`config.mk`:
```
export PLATFORM = sky130hd
export DESIGN_NAME = input_memory_flat
export DESIGN_NICKNAME = d
export VERILOG_FILES = /design/src/rtl/input_memory_pkg.sv /design/src/rtl/input_memory_if.sv /design/src/rtl/input_memory.sv /design/src/flat_wrapper.sv
export SDC_FILE = /design/constraint.sdc
export NUM_CORES = 2
export LEC_CHECK = 0
export BUFFER_PORTS_ARGS = -buffer_cell sky130_fd_sc_hd__buf_4
export CORE_MARGIN = 2
export CORE_UTILIZATION = 55
export CTS_BUF_LIST = sky130_fd_sc_hd__clkbuf_16
export CTS_CLUSTER_SIZE = 10
export DETAILED_ROUTE_END_ITERATION = 10
export PLACE_DENSITY_LB_ADDON = 0.1
export SETUP_SLACK_MARGIN = 0.1
export SKIP_LAST_GASP = 1
export SLEW_MARGIN = 40
export SYNTH_ARGS = -nofsm -noshare
export SYNTH_HDL_FRONTEND = slang
export SYNTH_SLANG_ARGS = --single-unit
```
`constraint.sdc`:
```
create_clock -name clk -period 75.3 [get_ports clk]
set_input_delay 7.53 -clock clk [delete_from_list [all_inputs] [get_ports clk]]
set_output_delay 7.53 -clock clk [all_outputs]
set_load 0.02 [all_outputs]
```
`src/rtl/input_memory_pkg.sv`:
```
// Shared constants and helpers for the input_memory block: default widths,
// words per packed write, address width, the operation decode type and the
// read-address helper.
package input_memory_pkg;

   localparam int unsigned DATA_WIDTH_DEF  = 128;
   localparam int unsigned WORD_WIDTH_DEF  = 32;
   localparam int unsigned DEPTH_DEF       = 32;
   localparam int unsigned WORDS_PER_WRITE = 4;
   localparam int unsigned ADDR_WIDTH      = $clog2(DEPTH_DEF);

   typedef logic [ADDR_WIDTH-1:0] addr_t;

   // Decoded per-cycle operation of the memory.
   typedef enum logic [1:0] {
      OP_HOLD   = 2'd0,   // block disabled, nothing changes
      OP_WRITE4 = 2'd1,   // normal packed write of four words
      OP_WRITE1 = 2'd2,   // final write of a frame, low word only
      OP_READ   = 2'd3    // registered single-word read
   } op_e;

   // Read address = kernel offset + window offset, summed 5 bits wide so
   // that 15+15 cannot overflow.
   function automatic addr_t rd_addr(input logic [3:0] mul_shift,
                                     input logic [3:0] accu_shift);
      logic [4:0] sum;
      sum = {1'b0, mul_shift} + {1'b0, accu_shift};
      return addr_t'(sum);
   endfunction

endpackage

```
`src/rtl/input_memory_if.sv`:
```
// Bus interface of input_memory. The optional Data_valid signal exists only
// when INPUT_MEMORY_RD_VALID_EN is defined.
interface input_memory_if
   import input_memory_pkg::*;
#(
   parameter int unsigned DATA_WIDTH = DATA_WIDTH_DEF,
   parameter int unsigned WORD_WIDTH = WORD_WIDTH_DEF
) ();

   logic [DATA_WIDTH-1:0] Data_In;
   logic                  Write_En;
   logic                  En;
   logic                  Last_Address;
   logic [3:0]            mul_shift;
   logic [3:0]            accu_shift;
   logic [WORD_WIDTH-1:0] Data_out;
`ifdef INPUT_MEMORY_RD_VALID_EN
   logic                  Data_valid;
`endif

   // Driver side (producer of writes and read addresses).
   modport master (
      output Data_In, Write_En, En, Last_Address, mul_shift, accu_shift,
`ifdef INPUT_MEMORY_RD_VALID_EN
      input  Data_valid,
`endif
      input  Data_out
   );

   // Memory side.
   modport slave (
      input  Data_In, Write_En, En, Last_Address, mul_shift, accu_shift,
`ifdef INPUT_MEMORY_RD_VALID_EN
      output Data_valid,
`endif
      output Data_out
   );

endinterface

```
`src/rtl/input_memory.sv`:
```
// input_memory: word-addressed frame buffer. Packed four-word writes fill
// consecutive entries from an internal write pointer; reads return one word
// at (mul_shift + accu_shift) with one cycle of latency. Whole state is
// cleared by the asynchronous reset.
// Optional feature: define INPUT_MEMORY_RD_VALID_EN to add Data_valid.
module input_memory
   import input_memory_pkg::*;
#(
   parameter int unsigned DATA_WIDTH = DATA_WIDTH_DEF,
   parameter int unsigned WORD_WIDTH = WORD_WIDTH_DEF,
   parameter int unsigned DEPTH      = DEPTH_DEF
) (
   input  logic          clk,
   input  logic          rst,
   input_memory_if.slave bus
);

   logic [DATA_WIDTH-1:0] din_s;
   addr_t                 rd_addr_s;
   op_e                   op_s;

   logic [WORD_WIDTH-1:0] mem_q [DEPTH];
   logic [WORD_WIDTH-1:0] mem_d [DEPTH];
   addr_t                 wp_q, wp_d;
   logic [WORD_WIDTH-1:0] dout_q, dout_d;
`ifdef INPUT_MEMORY_RD_VALID_EN
   logic                  valid_q, valid_d;
`endif

   assign din_s     = bus.Data_In;
   assign rd_addr_s = rd_addr(bus.mul_shift, bus.accu_shift);

   // Decode the control inputs into one operation; En gates everything.
   always_comb begin
      op_s = OP_HOLD;
      if (!bus.En) begin
         op_s = OP_HOLD;
      end else if (bus.Write_En) begin
         op_s = bus.Last_Address ? OP_WRITE4 : OP_WRITE1;
      end else begin
         op_s = OP_READ;
      end
   end

   // Next-state for storage, write pointer and read register; addresses wrap
   // naturally in the ADDR_WIDTH-bit pointer arithmetic.
   always_comb begin
      mem_d  = mem_q;
      wp_d   = wp_q;
      dout_d = dout_q;
`ifdef INPUT_MEMORY_RD_VALID_EN
      valid_d = 1'b0;
`endif
      case (op_s)
         OP_WRITE4: begin
            for (int k = 0; k < int'(WORDS_PER_WRITE); k++) begin
               mem_d[wp_q + addr_t'(k)] = din_s[k*WORD_WIDTH +: WORD_WIDTH];
            end
            wp_d = wp_q + addr_t'(WORDS_PER_WRITE);
         end
         OP_WRITE1: begin
            mem_d[wp_q] = din_s[WORD_WIDTH-1:0];
            wp_d        = '0;   // frame complete, next frame starts at 0
         end
         OP_READ: begin
            dout_d = mem_q[rd_addr_s];
`ifdef INPUT_MEMORY_RD_VALID_EN
            valid_d = 1'b1;
`endif
         end
         default: begin
            dout_d = dout_q;
         end
      endcase
   end

   // State registers with asynchronous clear of memory, pointer and output.
   always_ff @(posedge clk or posedge rst) begin
      if (rst) begin
         for (int i = 0; i < int'(DEPTH); i++) begin
            mem_q[i] <= '0;
         end
         wp_q   <= '0;
         dout_q <= '0;
`ifdef INPUT_MEMORY_RD_VALID_EN
         valid_q <= 1'b0;
`endif
      end else begin
         mem_q  <= mem_d;
         wp_q   <= wp_d;
         dout_q <= dout_d;
`ifdef INPUT_MEMORY_RD_VALID_EN
         valid_q <= valid_d;
`endif
      end
   end

   assign bus.Data_out = dout_q;
`ifdef INPUT_MEMORY_RD_VALID_EN
   assign bus.Data_valid = valid_q;
`endif

endmodule

```
`src/flat_wrapper.sv`:
```
// flat-port wrapper written by rule: the top's interface ports become plain ports
module input_memory_flat import input_memory_pkg::*;
#(
   parameter int unsigned DATA_WIDTH = DATA_WIDTH_DEF,
   parameter int unsigned WORD_WIDTH = WORD_WIDTH_DEF,
   parameter int unsigned DEPTH      = DEPTH_DEF
)
  (clk, rst, bus_Data_In, bus_Write_En, bus_En, bus_Last_Address, bus_mul_shift, bus_accu_shift, bus_Data_out);
  input_memory_if #(.DATA_WIDTH(DATA_WIDTH), .WORD_WIDTH(WORD_WIDTH)) bus_i ();
  input  logic clk;
  input  logic rst;
  input wire logic [$bits(bus_i.Data_In)-1:0] bus_Data_In;
  input wire logic [$bits(bus_i.Write_En)-1:0] bus_Write_En;
  input wire logic [$bits(bus_i.En)-1:0] bus_En;
  input wire logic [$bits(bus_i.Last_Address)-1:0] bus_Last_Address;
  input wire logic [$bits(bus_i.mul_shift)-1:0] bus_mul_shift;
  input wire logic [$bits(bus_i.accu_shift)-1:0] bus_accu_shift;
  output wire logic [$bits(bus_i.Data_out)-1:0] bus_Data_out;
  assign bus_i.Data_In = bus_Data_In;
  assign bus_i.Write_En = bus_Write_En;
  assign bus_i.En = bus_En;
  assign bus_i.Last_Address = bus_Last_Address;
  assign bus_i.mul_shift = bus_mul_shift;
  assign bus_i.accu_shift = bus_accu_shift;
  assign bus_Data_out = bus_i.Data_out;
  input_memory #(.DATA_WIDTH(DATA_WIDTH), .WORD_WIDTH(WORD_WIDTH), .DEPTH(DEPTH)) u_core (.clk(clk), .rst(rst), .bus(bus_i));
endmodule
```
# Word-level counts from Yosys, hierarchy flattened

Index checks and enable logic that the tools add are counted.

Reduce and logical (&&, ||, !) cells: 5
Order comparisons: 9
Bitwise operators: 5
Mux-type cells: 20
$add $sub $neg: 5
Equal/unequal tests: 3

Operator list:

| cell                | number |
|---|---|
| $bwmux 1024         | 4 |
| $pmux 1024 s2       | 1 |
| $demux 32 s5        | 4 |
| $mux 32             | 6 |
| $bmux 32 s5         | 1 |
| $ge 6x6->1 const B  | 5 |
| $not 5->6           | 5 |
| $lt 6x1->1 const B  | 4 |
| $add 5x2->5 const B | 2 |
| $pmux 5 s2          | 1 |
| $mux 2              | 3 |
| $add 4x4->5         | 1 |
| $add 5x1->5 const B | 1 |
| $add 5x3->5 const B | 1 |
| $eq 2x2->1 const B  | 2 |
| $logic_and 1x1->1   | 4 |
| $eq 2x1->1 const B  | 1 |
| $reduce_bool 2->1   | 1 |

Register bits: 1061
Output and inout bits: 32
Input port bits: 141

# Longest topological paths before layout

Depth after elaboration: 10
Depth in mapped cells: 11

# Worst setup path after synthesis

OpenSTA, ideal clock, no wires.

Kind: input-to-reg
Start: input bus_accu_shift[0]
End: register u_core.dout_q[0], in the netlist u_core.bus.Data_out[0]
Data arrival time: 9.886 ns
Library setup time: 0.139 ns
Stages on the path: 9
Path buffers: 2
Setup slack: 65.276 ns
Cell sequence: ha_1 > inv_1 > fa_1 > clkbuf_1 > clkbuf_1 > mux4_2 > o21ai_0 > a21oi_1 > or4_1

Word-level cells in the longest chain between the ends: 5

RTL lines:

| what                                       | line                   | source |
|---|---|---|
| from (decl)                                | flat_wrapper.sv:17     | `input wire logic [$bits(bus_i.accu_shift)-1:0] bus_accu_shift;` |
| $add 4x4->5                                | input_memory_pkg.sv:27 | `sum = {1'b0, mul_shift} + {1'b0, accu_shift};` |
| $not 5->6 (implied by the code)            | input_memory.sv:66     | `dout_d = mem_q[rd_addr_s];` |
| $bmux 32 s5                                | input_memory.sv:66     |  |
| $mux 32 (implied by the code) (2 in a row) | input_memory.sv:66     |  |
| to (signal assigned)                       | input_memory.sv:91     | `dout_q <= dout_d;` |
| to (decl)                                  | input_memory.sv:25     | `logic [WORD_WIDTH-1:0] dout_q, dout_d;` |

No other way between the ends. The select of a mux whose other input is x is not followed.
A chain may end at the register's enable or synchronous reset.

# Worst setup path after layout

Start: input bus_accu_shift[0]
End: register u_core.dout_q[13], in the netlist u_core.bus.Data_out[13]

The elaborated chain is that of the path after synthesis.

==> results.yml <==
yosys:
  synth.largest_area_cell: "dfrtp_1"
  yosysTopAreaCellShare: 0.556
  syn-num-nets: 3193
  synth_edf_count: 0
  syn_avg_cell_area_um2: 15.7
  syn_inst: 3044
  syn-cell-area_mm2: 0.0477
  seq_area_frac_synth: 0.556
  synth_seq_cells: 1059
  ys_async_sr_fraction: 1.00
  yosys_most_used_dff: "dfrtp_1"
  synthTopCellsByArea: "dfrtp_1, mux2_2, mux4_2, a21oi_1, clkbuf_1"
  synth_cell_types: 37
  yosys_warnings: 0
setup_path:
  crit_path_cell_trace: "buf_4, ha_4, inv_1, fa_4, buf_6, buf_4, mux4_2, o21ai_0, a21oi_1, or4_1"
  max_stage_delay_ns: 1.23
  critPathSlowestCell: "fa_4"
  crit_path_start_kind: "input port"
  path_max_fanout: 68
  cp_common_cell: "buf_4"
  critPathKind: "in2reg"
  required_ns: 75.84
  setup.worst_path.end_class: "flip-flop"
  crit_buf_inv: 4
  crit_family: "buffers and inverters"
  crit_arrival_ns: 11.83
route:
  post_drt_wl_per_cell_um: 29.0
  detail-route-antenna-nets: 0
  vias: 28100
  first_iter_violations: 2117
  dr.pass1.iters: 5
  viasPerCell: 6.45
  route.detailed.drc: 0
  drt-total-wl_mm: 127
finish:
  area_growth_pct: 12.2
  nNetsFinal: 3331
  fillerInstances: 6181
  drive_above_1_share: 0.522
timing:
  hold_viol: 0
  fin_skew_ns: 0.0258
  whs_ns: 0.498
  slew_headroom: 0.402
  setup_tns_ns: 0
  setup_violations: 0
  rsz0062_at_grt: "no"
  fin_crit_ns: 11.29
  drv_slew: 0
  max_freq_ghz: 0.0886
  tightest_slew_ns: 0.898
  finalCritPeriodShare: 0.150
die:
  core.rowCount: 107
  fp.coreArea_mm2: 0.0855
  ios: 173
  initial_core_util: 0.557
  die_y_um: 298
  die_w_um: 298
  die_area_mm2: 0.0890
clocking:
  cts_max_level: 3
  clockBufferDepth: 3
  cts_tree: "built"
  ctsResizeCount: 0
  clkSinkCount: 1059
  clock_tree.root_cell: "clkbuf_16"
  worstSkewPairLatency_ns: 0.69
  cts_hold_buf: 0
  path_clk_slew_ns: 0.06
  cts_inserted_buffers: 118
  cts_setup_buffers: 0
placement:
  dpl.hpwl_mm: 70.8
  io_buffers: 172
  gp_congestion: 0.775
grt:
  grt_pass1_vias: 30600
  grt_max_degree: 157
  antenna_found_initial: 1
  grt_use_total: 0.289
  overflow: 0
  grt_pass1_wl_mm: 194
flow_run:
  drv_cap: 0
power_and_ir_drop:
  power_density_mw_per_mm2: 39.8
  irDropWorstVdd_uv: 22.5
  leakage_nw: 23.1
hold_path:
  hold_class: "reg2reg"
outcome:
  status: "completed"
[worst paths after layout]
check                                  startpoint                 endpoint  slack, ns  depth (start not counted)
worst max-delay path            bus_accu_shift[0]  u_core.bus.Data_out[13]      64.01                         10
worst min-delay path            u_core.mem_q[609]        u_core.mem_q[609]       0.50                          1
worst max register to register     u_core.wp_q[2]        u_core.mem_q[814]      72.21                          5
worst min register to register  u_core.mem_q[609]        u_core.mem_q[609]       0.50                          1
max in group asynchronous                     rst        u_core.mem_q[470]      65.72                          6
min in group asynchronous                     rst         u_core.mem_q[32]       6.96                          2
[cell type report]
class,instances,area (um2),share of cell area
flip-flops and latches,1059,26500,0.495
multi-input cells,1722,20100,0.376
clock buffers,122,3050,0.0571
repair buffers,241,2110,0.0394
well taps,1144,1430,0.0268
inverters,40,163,0.00304
clock inverters,28,130,0.00243
diodes,1,2.50,0.0000468
[registers in the layout (all words and copies together) (netlist names)]
| name | count |
|---|---|
| u_core.mem_q | 1024 |
| u_core.wp_q | 3 |
| u_core.bus.Data_out | 32 |
[logic make-up (layout without fill, tap and decap cells)]
group / Yosys count / count (layout) / synth area share
other: 0 / 1 / 0
muxes: 1313 / 1313 / 0.370
buffers and inverters: 263 / 431 / 0.0272
DFF: 1059 / 1059 / 0.556
AOI/OAI and AO/OA: 205 / 205 / 0.0229
xor gates and xnor gates: 2 / 2 / 0.000683
and+or+nand+nor: 194 / 194 / 0.0211
adders and majority gates: 8 / 8 / 0.00226
[cell usage in the layout, fill, tap and decap left out, drive strengths merged, types with 2 or more instances in the layout]
cell	instances
ha	7
nor4	2
nor2b	6
nand3b	2
dfrtp	1059
o21a	2
a21oi	98
buf	240
clkinv	5
clkbuf	123
inv	63
or4	32
nand3	69
nor2	6
nand2	68
nor3	3
nor3b	2
mux4	256
mux2	1025
o22ai	32
o21ai	69
mux2i	32
[routing by layer]
layer	vias up	global-route usage	part of all wire
met5	-	0	0.00010
li1	11600	-	-
met1	15500	0.408	0.43
met4	2	0.0744	0.020
met2	871	0.471	0.49
met3	189	0.0498	0.063
[per-stage QoR]
step / utilization / instances / setup WS [ns] / area [um2] / power, mW
floorplan: - / 3044 / 37.96 / 47700 / 1.46
global placement: 0.584 / 4194 / 63.12 / 49900 / 1.59
detailed placement: 0.587 / 4204 / 63.32 / 50200 / 1.64
CTS: 0.624 / 4354 / 64.05 / 53400 / 2.14
global route: 0.625 / 4356 / 63.88 / 53500 / 2.24
finish: 0.625 / 4357 / 64.01 / 53500 / 2.13
[synth_stat cells, types with 2 or more instances]
cell type / count
mux2_2: 1025
a21oi_1: 98
o21ai_1: 12
nand3_1: 69
nor2b_1: 6
mux2i_1: 32
buf_2: 74
buf_6: 21
nor2_1: 6
o21a_1: 2
o22ai_1: 32
mux4_2: 256
buf_1: 11
o21ai_0: 57
nor4_2: 2
ha_1: 7
nand3b_1: 2
dfrtp_1: 1059
nand2_1: 68
clkbuf_1: 101
or4_1: 32
nor3_1: 3
buf_4: 16
inv_1: 40
[report_power, final]
group	internal (mW)	switching, mW	total (mW)	leakage (nW)
logic	0.398	0.242	0.640	8.33
clock network	0.283	0.215	0.498	1.64
registers	0.843	0.146	0.990	13.1
total	1.52	0.603	2.13	23.1
Note: power is estimated with default switching activity, not from simulation.
